### config.mk
export PLATFORM = sky130hd
export DESIGN_NAME = encoder_motion_sequencer
export DESIGN_NICKNAME = d
export VERILOG_FILES = /design/src/rtl/encoder_motion_sequencer.sv
export SDC_FILE = /design/constraint.sdc
export NUM_CORES = 1
export LEC_CHECK = 0
export BUFFER_PORTS_ARGS = -buffer_cell sky130_fd_sc_hd__buf_2
export CORE_UTILIZATION = 60
export DETAILED_ROUTE_END_ITERATION = 10
export PLACE_DENSITY = 0.8
export SLEW_MARGIN = 20
export SYNTH_ARGS = -nofsm -noshare
export SYNTH_HDL_FRONTEND = slang
export SYNTH_SLANG_ARGS = --single-unit
### constraint.sdc
create_clock -name csi_MCLK_clk -period 6 [get_ports csi_MCLK_clk]
set_clock_uncertainty 0.15 [all_clocks]
set_input_delay 1.2 -clock csi_MCLK_clk [delete_from_list [all_inputs] [get_ports csi_MCLK_clk]]
set_output_delay 1.2 -clock csi_MCLK_clk [all_outputs]
set_load 0.05 [all_outputs]
### src/rtl/encoder_motion_sequencer.sv
// Quadrature encoder decoder with homing / move-to-target motor sequencer.
// Avalon-MM slave: software writes commands, polls status; motor_en/motor_dir drive the PWM block.
module encoder_motion_sequencer #(
   parameter int unsigned SETTLE_CYCLES = 1000,
   parameter logic [31:0] ID_VALUE      = 32'hEA680004
) (
   input  logic        csi_MCLK_clk,
   input  logic        rsi_MRST_reset,
   input  logic [31:0] avs_ctrl_writedata,
   output logic [31:0] avs_ctrl_readdata,
   input  logic [3:0]  avs_ctrl_byteenable,
   input  logic [2:0]  avs_ctrl_address,
   input  logic        avs_ctrl_write,
   input  logic        avs_ctrl_read,
   output logic        avs_ctrl_waitrequest,
   input  logic        A,
   input  logic        B,
   input  logic        Z,
   output logic        motor_en,
   output logic        motor_dir
);

   localparam int unsigned SETTLE_W = (SETTLE_CYCLES > 1) ? $clog2(SETTLE_CYCLES) : 1;

   typedef enum logic [2:0] {
      ST_IDLE   = 3'd0,
      ST_SEEK   = 3'd1,
      ST_MOVE   = 3'd2,
      ST_SETTLE = 3'd3,
      ST_DONE   = 3'd4,
      ST_ERROR  = 3'd5
   } state_t;

   state_t              r_state;
   state_t              w_state_nxt;
   logic [2:0]          r_a_sync;
   logic [1:0]          r_b_sync;
   logic [1:0]          r_z_sync;
   logic [15:0]         r_position;
   logic [15:0]         r_target;
   logic [31:0]         r_timeout_limit;
   logic [31:0]         r_wd_cnt;
   logic [SETTLE_W-1:0] r_settle_cnt;
   logic                r_direction;
   logic                r_error;
   logic                r_motor_en;
   logic                r_motor_dir;
   logic [31:0]         r_readdata;

   logic w_a_rise;
   logic w_busy;
   logic w_wr_ctrl;
   logic w_abort;
   logic w_start_home;
   logic w_start_move;
   logic w_pos_wr;
   logic w_timeout;
   logic w_settle_last;
   logic w_tgt_ahead;
   logic w_motor_en_nxt;
   logic w_motor_dir_nxt;
   logic w_error_nxt;
   logic w_seq_start;
   logic w_z_zero;
   logic w_unused_read;

   assign w_unused_read        = avs_ctrl_read;
   assign avs_ctrl_waitrequest = 1'b0;
   assign avs_ctrl_readdata    = r_readdata;
   assign motor_en             = r_motor_en;
   assign motor_dir            = r_motor_dir;

   assign w_a_rise      = r_a_sync[1] & ~r_a_sync[2];
   assign w_busy        = (r_state == ST_SEEK) || (r_state == ST_MOVE) || (r_state == ST_SETTLE);
   assign w_wr_ctrl     = avs_ctrl_write && (avs_ctrl_address == 3'd1) && avs_ctrl_byteenable[0];
   assign w_abort       = w_wr_ctrl & avs_ctrl_writedata[2];
   assign w_start_home  = w_wr_ctrl & avs_ctrl_writedata[0];
   assign w_start_move  = w_wr_ctrl & avs_ctrl_writedata[1];
   assign w_pos_wr      = avs_ctrl_write && (avs_ctrl_address == 3'd3) && !w_busy;
   assign w_timeout     = ((r_state == ST_SEEK) || (r_state == ST_MOVE)) &&
                          (r_timeout_limit != 32'd0) &&
                          (r_wd_cnt == (r_timeout_limit - 32'd1));
   assign w_settle_last = (r_settle_cnt == SETTLE_W'(SETTLE_CYCLES - 1));
   assign w_tgt_ahead   = $signed(r_target) > $signed(r_position);

   // Two-flop synchronizers; third A flop provides the edge-detect history
   always_ff @(posedge csi_MCLK_clk or posedge rsi_MRST_reset) begin
      if (rsi_MRST_reset) begin
         r_a_sync <= 3'd0;
         r_b_sync <= 2'd0;
         r_z_sync <= 2'd0;
      end else begin
         r_a_sync <= {r_a_sync[1:0], A};
         r_b_sync <= {r_b_sync[0], B};
         r_z_sync <= {r_z_sync[0], Z};
      end
   end

   // Position counter: bus write (when idle) beats homing zero beats encoder edge
   always_ff @(posedge csi_MCLK_clk or posedge rsi_MRST_reset) begin
      if (rsi_MRST_reset) begin
         r_position  <= 16'd0;
         r_direction <= 1'b0;
      end else begin
         if (w_pos_wr) begin
            r_position <= avs_ctrl_writedata[15:0];
         end else if (w_z_zero) begin
            r_position <= 16'd0;
         end else if (w_a_rise) begin
            r_position <= r_b_sync[1] ? (r_position + 16'd1) : (r_position - 16'd1);
         end
         if (w_a_rise) begin
            r_direction <= r_b_sync[1];
         end
      end
   end

   // Software-writable target and watchdog limit
   always_ff @(posedge csi_MCLK_clk or posedge rsi_MRST_reset) begin
      if (rsi_MRST_reset) begin
         r_target        <= 16'd0;
         r_timeout_limit <= 32'd0;
      end else if (avs_ctrl_write) begin
         if (avs_ctrl_address == 3'd2) begin
            if (avs_ctrl_byteenable[0]) r_target[7:0]  <= avs_ctrl_writedata[7:0];
            if (avs_ctrl_byteenable[1]) r_target[15:8] <= avs_ctrl_writedata[15:8];
         end
         if (avs_ctrl_address == 3'd4) begin
            for (int i = 0; i < 4; i++) begin
               if (avs_ctrl_byteenable[i]) r_timeout_limit[i*8 +: 8] <= avs_ctrl_writedata[i*8 +: 8];
            end
         end
      end
   end

   // Watchdog and settle counters
   always_ff @(posedge csi_MCLK_clk or posedge rsi_MRST_reset) begin
      if (rsi_MRST_reset) begin
         r_wd_cnt     <= 32'd0;
         r_settle_cnt <= '0;
      end else begin
         if (w_seq_start || !((r_state == ST_SEEK) || (r_state == ST_MOVE))) begin
            r_wd_cnt <= 32'd0;
         end else begin
            r_wd_cnt <= r_wd_cnt + 32'd1;
         end
         if ((r_state == ST_SETTLE) && !w_settle_last) begin
            r_settle_cnt <= r_settle_cnt + SETTLE_W'(1);
         end else begin
            r_settle_cnt <= '0;
         end
      end
   end

   // FSM state, error flag and registered motor outputs
   always_ff @(posedge csi_MCLK_clk or posedge rsi_MRST_reset) begin
      if (rsi_MRST_reset) begin
         r_state     <= ST_IDLE;
         r_error     <= 1'b0;
         r_motor_en  <= 1'b0;
         r_motor_dir <= 1'b0;
      end else begin
         r_state     <= w_state_nxt;
         r_error     <= w_error_nxt;
         r_motor_en  <= w_motor_en_nxt;
         r_motor_dir <= w_motor_dir_nxt;
      end
   end

   // Next-state and next-output logic: abort first, then timeout, then per-state progress
   always_comb begin
      w_state_nxt     = r_state;
      w_motor_en_nxt  = 1'b0;
      w_motor_dir_nxt = r_motor_dir;
      w_error_nxt     = r_error;
      w_seq_start     = 1'b0;
      w_z_zero        = 1'b0;
      if (w_abort) begin
         w_state_nxt = ST_IDLE;
         w_error_nxt = 1'b0;
      end else begin
         case (r_state)
            ST_IDLE, ST_DONE, ST_ERROR: begin
               if (w_start_home) begin
                  w_seq_start     = 1'b1;
                  w_error_nxt     = 1'b0;
                  w_state_nxt     = ST_SEEK;
                  w_motor_en_nxt  = 1'b1;
                  w_motor_dir_nxt = avs_ctrl_writedata[3];
               end else if (w_start_move) begin
                  w_seq_start = 1'b1;
                  w_error_nxt = 1'b0;
                  if (r_target == r_position) begin
                     w_state_nxt = ST_SETTLE;
                  end else begin
                     w_state_nxt     = ST_MOVE;
                     w_motor_en_nxt  = 1'b1;
                     w_motor_dir_nxt = w_tgt_ahead;
                  end
               end
            end
            ST_SEEK: begin
               if (w_timeout) begin
                  w_state_nxt = ST_ERROR;
                  w_error_nxt = 1'b1;
               end else if (r_z_sync[1]) begin
                  w_state_nxt = ST_SETTLE;
                  w_z_zero    = 1'b1;
               end else begin
                  w_motor_en_nxt = 1'b1;
               end
            end
            ST_MOVE: begin
               if (w_timeout) begin
                  w_state_nxt = ST_ERROR;
                  w_error_nxt = 1'b1;
               end else if (r_position == r_target) begin
                  w_state_nxt = ST_SETTLE;
               end else begin
                  w_motor_en_nxt  = 1'b1;
                  w_motor_dir_nxt = w_tgt_ahead;
               end
            end
            ST_SETTLE: begin
               if (w_settle_last) begin
                  w_state_nxt = ST_DONE;
               end
            end
            default: begin
               w_state_nxt = ST_IDLE;
            end
         endcase
      end
   end

   // Registered read mux, refreshed every clock
   always_ff @(posedge csi_MCLK_clk or posedge rsi_MRST_reset) begin
      if (rsi_MRST_reset) begin
         r_readdata <= 32'd0;
      end else begin
         case (avs_ctrl_address)
            3'd0:    r_readdata <= ID_VALUE;
            3'd1:    r_readdata <= {24'd0, r_direction, r_error, w_busy, 2'b00, r_state};
            3'd2:    r_readdata <= {16'd0, r_target};
            3'd3:    r_readdata <= {16'd0, r_position};
            3'd4:    r_readdata <= r_timeout_limit;
            default: r_readdata <= 32'd0;
         endcase
      end
   end

endmodule

---- Word level (Yosys, flattened, before mapping) ----
Cells that the tools add are included.
word-level totals
  flip-flop bits (word level) ............. 152
  input port bits ......................... 46
  output and inout bits ................... 35
  word-level logic and storage cells ...... 127
cells by class
  $add $sub $neg .......................... 5
  magnitude comparators ................... 1
  eq/ne operators ......................... 22
  mux-type cells .......................... 45
  bitwise gates (word level) .............. 6
  reductions and logical operators ........ 30
operators with widths
  operator                 count
  $pmux W32 S5             1
  $mux W16                 4
  $add A32 B1 Y32 const B  1
  $eq A16 B16 Y1           2
  $eq A32 B32 Y1           1
  $mux W32                 1
  $reduce_bool A32 Y1      1
  $sub A32 B1 Y32 const B  1
  $mux W1                  26
  $mux W3                  8
  $reduce_and A3 Y1        7
  $add A16 B1 Y16 const B  1
  $gt A16 B16 Y1           1
  $sub A16 B1 Y16 const B  1
  $eq A3 B2 Y1 const B     4
  $pmux W3 S4              1
  $add A10 B1 Y10 const B  1
  $eq A10 B10 Y1 const B   1
  $mux W10                 1
  $eq A3 B3 Y1 const B     3
  $ne A3 B3 Y1 const B     3
  $ne A4 B4 Y1 const B     2
  $logic_and A1 B1 Y1      7
  $eq A3 B1 Y1 const B     2
  16 further kinds         28

---- Logic depth before layout (Yosys ltp) ----
  word-level depth ........................ 10
  mapped depth ............................ 14
  depth with buffers taken out ............ 12

---- Worst setup path after synthesis ----
Ideal clock, no wire load.
  path kind ............................... reg2reg
  from .................................... reg r_timeout_limit[0]
  to ...................................... reg r_position[11]
  setup time .............................. 126 ps
  data arrival time ....................... 3137 ps
  data required time ...................... 5724 ps
  setup slack ............................. 2587 ps
  stages on the path, launching flop included .. 15
  path buffers ............................ 2
  clock period less this slack ............ 3413 ps
  path through ............................ dfrtp_1 -> inv_1 -> ha_1 -> nor3b_4 -> nand4_4 -> or4_1 -> a21o_1 -> a211oi_1 -> and4_1 -> nand4_2 -> a41oi_2 -> buf_6 -> nand2_2 -> buf_6 -> a2bb2oi_1
between the ends
  word-level cells in the longest chain between the ends .. 8
  elaborated cells between the ends (all ways) .. 11
  those cells by class .................... 1 x add/sub; 1 x eq/ne; 5 x mux; 4 x reduce/logical
RTL lines
  what                                                           RTL line  text
  start: declaration                                             41        logic [31:0] r_timeout_limit;
  start signal: indexed assignment                               130       if (avs_ctrl_byteenable[i]) r_timeout_limit[i*8 +: 8] <= avs_ctrl_writedata[i*8 +: 8];
  $sub A32 B1 Y32 / $reduce_bool A32 Y1 (equally long branches)  82, 81
  $eq A32 B32 Y1 / $logic_and A1 B1 Y1 (equally long branches)   82, 80
  $logic_and A1 B1 Y1 (*)                                        81        (r_timeout_limit != 32'd0) &&
  $mux W1 (*)                                                    203       if (w_timeout) begin
  $mux W1 (*)                                                    182       case (r_state)
  $mux W1 (*)                                                    178       if (w_abort) begin
  $mux W16                                                       107       end else if (w_z_zero) begin
  $mux W16                                                       105       if (w_pos_wr) begin
  end signal: assignment                                         106       r_position <= avs_ctrl_writedata[15:0];
  end signal: assignment                                         110       r_position <= r_b_sync[1] ? (r_position + 16'd1) : (r_position - 16'd1);
  end: declaration                                               39        logic [15:0] r_position;
Mark *: on every way between the ends. The rest lies on a longest branch, timed or not.
A chain may end at the register's enable or synchronous reset.

---- Worst setup path in the final report ----
  from .................................... reg r_timeout_limit[0]
  to ...................................... reg r_position[15]
The elaborated chain is that of the path after synthesis.

==> summary.md <==
| Metric | Value |
|---|---|
| Fin Setup TNS | 0 ps |
| Max-cap violations | 0 |
| Unrepaired setup endpoints after global routing | no |
| Avg Cell Area, Syn | 9.84 um2 |
| HP Start | r_b_sync[0]$_DFF_PP0_ |
| # DRC | 0 |
| Ys flop type | dfrtp_1 |
| Final Max Tran Viols | 0 |
| YS warnings | 0 |
| Vias in the first global route | around 6,900 |
| Clock Sinks | 152 |
| Post-Route WL | around 21,000 um |
| Proportion of layout cells with a drive suffix above 1 | 0.189 |
| First-pass GRT wire length | 34,200 um |
| Placer Congestion | 0.879 |
| Critical path, cell by cell | inv_1 > ha_1 > nor3b_4 > nand4_4 > or4_1 > a21o_1 > a211oi_1 > and4_1 > nand4_2 > a41oi_2 > buf_4 > nand2_2 > o221a_1 |
| Core area | 14,100 um2 |
| Number of synthesized flops with an enable pin | 0 |
| Post-synth ARST share | 1.00 |
| CP Max Fanout | 15 |
| Area grow syn2layout | 13.3% |
| Outcome | completed |
| Nets | between 1,000 and 1,500 |
| Root buffer cell | clkbuf_16 |
| Max Root-Sink Buffers | 2 |
| Cells after Synth | 895 |
| Final core occ | 0.708 |
| Worst path max stage delay | 510 ps |
| Num CTS Buffers | 17 |
| Die Span Y | around 120 um |
| CTS clk-pin slew, worst paths | 70 ps |
| Worst-Margin Slew | 849 ps |
| WP data arrival | 4580 ps |
| Number of routed nets with antenna violations | 0 |
| Min Tclk post-route | 4410 ps |
| HPWL after DPL | 14,600 um |
| Register area share after synthesis | 0.432 |
| WP data required | 6170 ps |
| Crit path from | r_timeout_limit[0]$_DFFE_PP0P_ |
| Worst-Skew Late Latency | 430 ps |
| Max transition margin | 0.429 |
| Critical Path Start Type | flop |
| Worst hold path class | reg2reg |
| Initial DRC count | 563 |
| Slowest CP cell | or4_1 |
| Hold Buf Count CTS | 0 |
| Final Hold Vio Count | 0 |
| Ports | a little over 80 |
| Leakage | 0.00458 uW |
| Critical Path End Type | flop |
| Initial antenna violation count | 0 |
| Mapped cell area | 8810 um2 |
| FMAX | ~230 MHz |
| H-tree level count | 4 |
| N_diodes | 0 |
| Synth area leader | dfrtp_1 |
| Most common cell in the synthesized netlist | dfrtp_1 |
| VDD IR max | 0.000314 V |
| Port bufs | 78 |
| CP Class | reg2reg |
| Resize count post-CTS | 0 |
| Via count | between 7,000 and 8,000 |
| Fill cells | about 1,100 |
| Vias per cell | 6.13 |
| Initial cell density of the core | 0.625 |
| Final Setup Violations | 0 |
| Row count | 43 |
| Pwr dens | 408 nW/um2 |
| Yosys top cell area share | 0.432 |
| Syn Nets | 976 |
| Synth Register Bits | 152 |
| FF-to-FF Start | r_timeout_limit[0]$_DFFE_PP0P_ |
| Die area | about 15,000 um2 |
| Setup bufs post-CTS | 0 |
| Total GRT Usage | 0.296 |
| DR pass1 iterations | 5 |
| Die width | 123 um |
| Post-synth cell types | 70 |
| Post-synth top cells | dfrtp_1 (152), nor2_1 (78), nand2_1 (68) |
| Top cells by area, synth | dfrtp_1 (43%), mux2_2 (6.4%), ha_1 (4.8%), xor2_1 (4.4%), xnor2_1 (3.5%) |
| CTS tree | yes |
| Final cycle utilization of the critical path | 0.735 |
| Avg WL per Cell | 17.9 um |
| Gr ovfl total | 0 |
| Largest net degree at the start of global routing | 116 |
[layout by cell type (no fill, tap or decap), types with 4 or more instances in the layout]
cell type | Yosys | layout
nor2_1 | 78 | 77
buf_2 | 3 | 78
nand2_1 | 68 | 68
nor4_1 | 12 | 12
a21o_1 | 10 | 10
a22oi_1 | 4 | 4
a2bb2oi_1 | 11 | 11
a211o_1 | 4 | 4
bufinv_16 | 0 | 4
o21ai_0 | 47 | 47
nand3_1 | 27 | 27
or4_1 | 6 | 6
buf_4 | 2 | 5
xnor2_1 | 35 | 35
mux2i_1 | 26 | 26
dfrtp_1 | 152 | 152
nand2b_1 | 10 | 10
a211oi_1 | 10 | 10
clkbuf_16 | 0 | 17
inv_1 | 41 | 40
o21a_1 | 8 | 8
nor2b_1 | 11 | 11
and3_1 | 11 | 11
a21oi_1 | 34 | 34
and2_1 | 15 | 15
inv_6 | 0 | 5
ha_1 | 34 | 34
and4_1 | 6 | 6
xor2_1 | 44 | 44
nor3_1 | 20 | 20
nand4_1 | 12 | 12
or3_1 | 10 | 10
mux2_2 | 50 | 50
a31oi_1 | 10 | 10
[report_power, final]
part	total (uW)	switching (uW)	internal (uW)
Combinational	1430	810	616
Clock	1180	460	720
Sequential	1460	253	1210
[worst max-delay path: cells and delay by family (launching register included)]
kind            cells  cell delay [ps]
simple gates        6             1870
compound gates      4             1180
flops               1              460
buf+inv             2              400
fa+ha+maj           1              220
[path summary, 6_finish.rpt]
check                      depth (start not counted)  slack [ps]                              end
min                                                0         200            r_b_sync[1]$_DFF_PP0_
max reg2reg                                       13        1590       r_position[15]$_DFFE_PP0P_
min in group asynchronous                          2         750       r_position[14]$_DFFE_PP0P_
max                                               13        1590       r_position[15]$_DFFE_PP0P_
max in group asynchronous                          3        3940  r_timeout_limit[26]$_DFFE_PP0P_
min reg2reg                                        0         200            r_b_sync[1]$_DFF_PP0_
[cell type report]
type	count	area, um2	area share
clock buffer	18	439	0.0440
multi-input combinational	669	4710	0.472
timing repair buffer	83	428	0.0429
sequential	152	3800	0.381
inverter	41	161	0.0162
tap	180	225	0.0226
clock inverter	14	209	0.0209
[registers in the layout (all words and copies together), names as in the netlist, 2 cells and up]
register / cells
r_wd_cnt: 32
r_timeout_limit: 32
r_position: 16
r_z_sync: 2
avs_ctrl_readdata: 32
r_settle_cnt: 10
r_target: 16
r_a_sync: 3
r_b_sync: 2
r_state: 3
[routing by layer]
layer,GRT usage,part of all wire,vias up
met5,0,0,-
met4,0.111,0.021,0
met3,0.0535,0.057,42
met2,0.458,0.47,250
met1,0.415,0.45,3463
li1,-,-,3334
[through the flow]
stage	instances	setup slack [ps]	hold slack, ps	power, uW	instance area (um2)
floorplan	895	557	181	2530	8810
global placement	1125	1800	181	2820	9330
detailed placement	1125	1690	187	2870	9330
CTS	1157	1640	201	4060	9970
global route	1157	1330	203	4310	9980
finish	1157	1590	198	4070	9980
[cells by family after synthesis]
group / count (synthesis) / share of synthesized area
buffers and inverters: 74 / 0.0345
multiplexers: 76 / 0.0935
AO/OA/AOI/OAI: 169 / 0.126
other: 1 / 0.000426
AND/OR/NAND/NOR: 309 / 0.185
XOR/XNOR: 79 / 0.0786
flip-flops: 152 / 0.432
adder cells (fa/ha/maj): 35 / 0.0506
No activity file was read; power rests on OpenSTA's default activity.
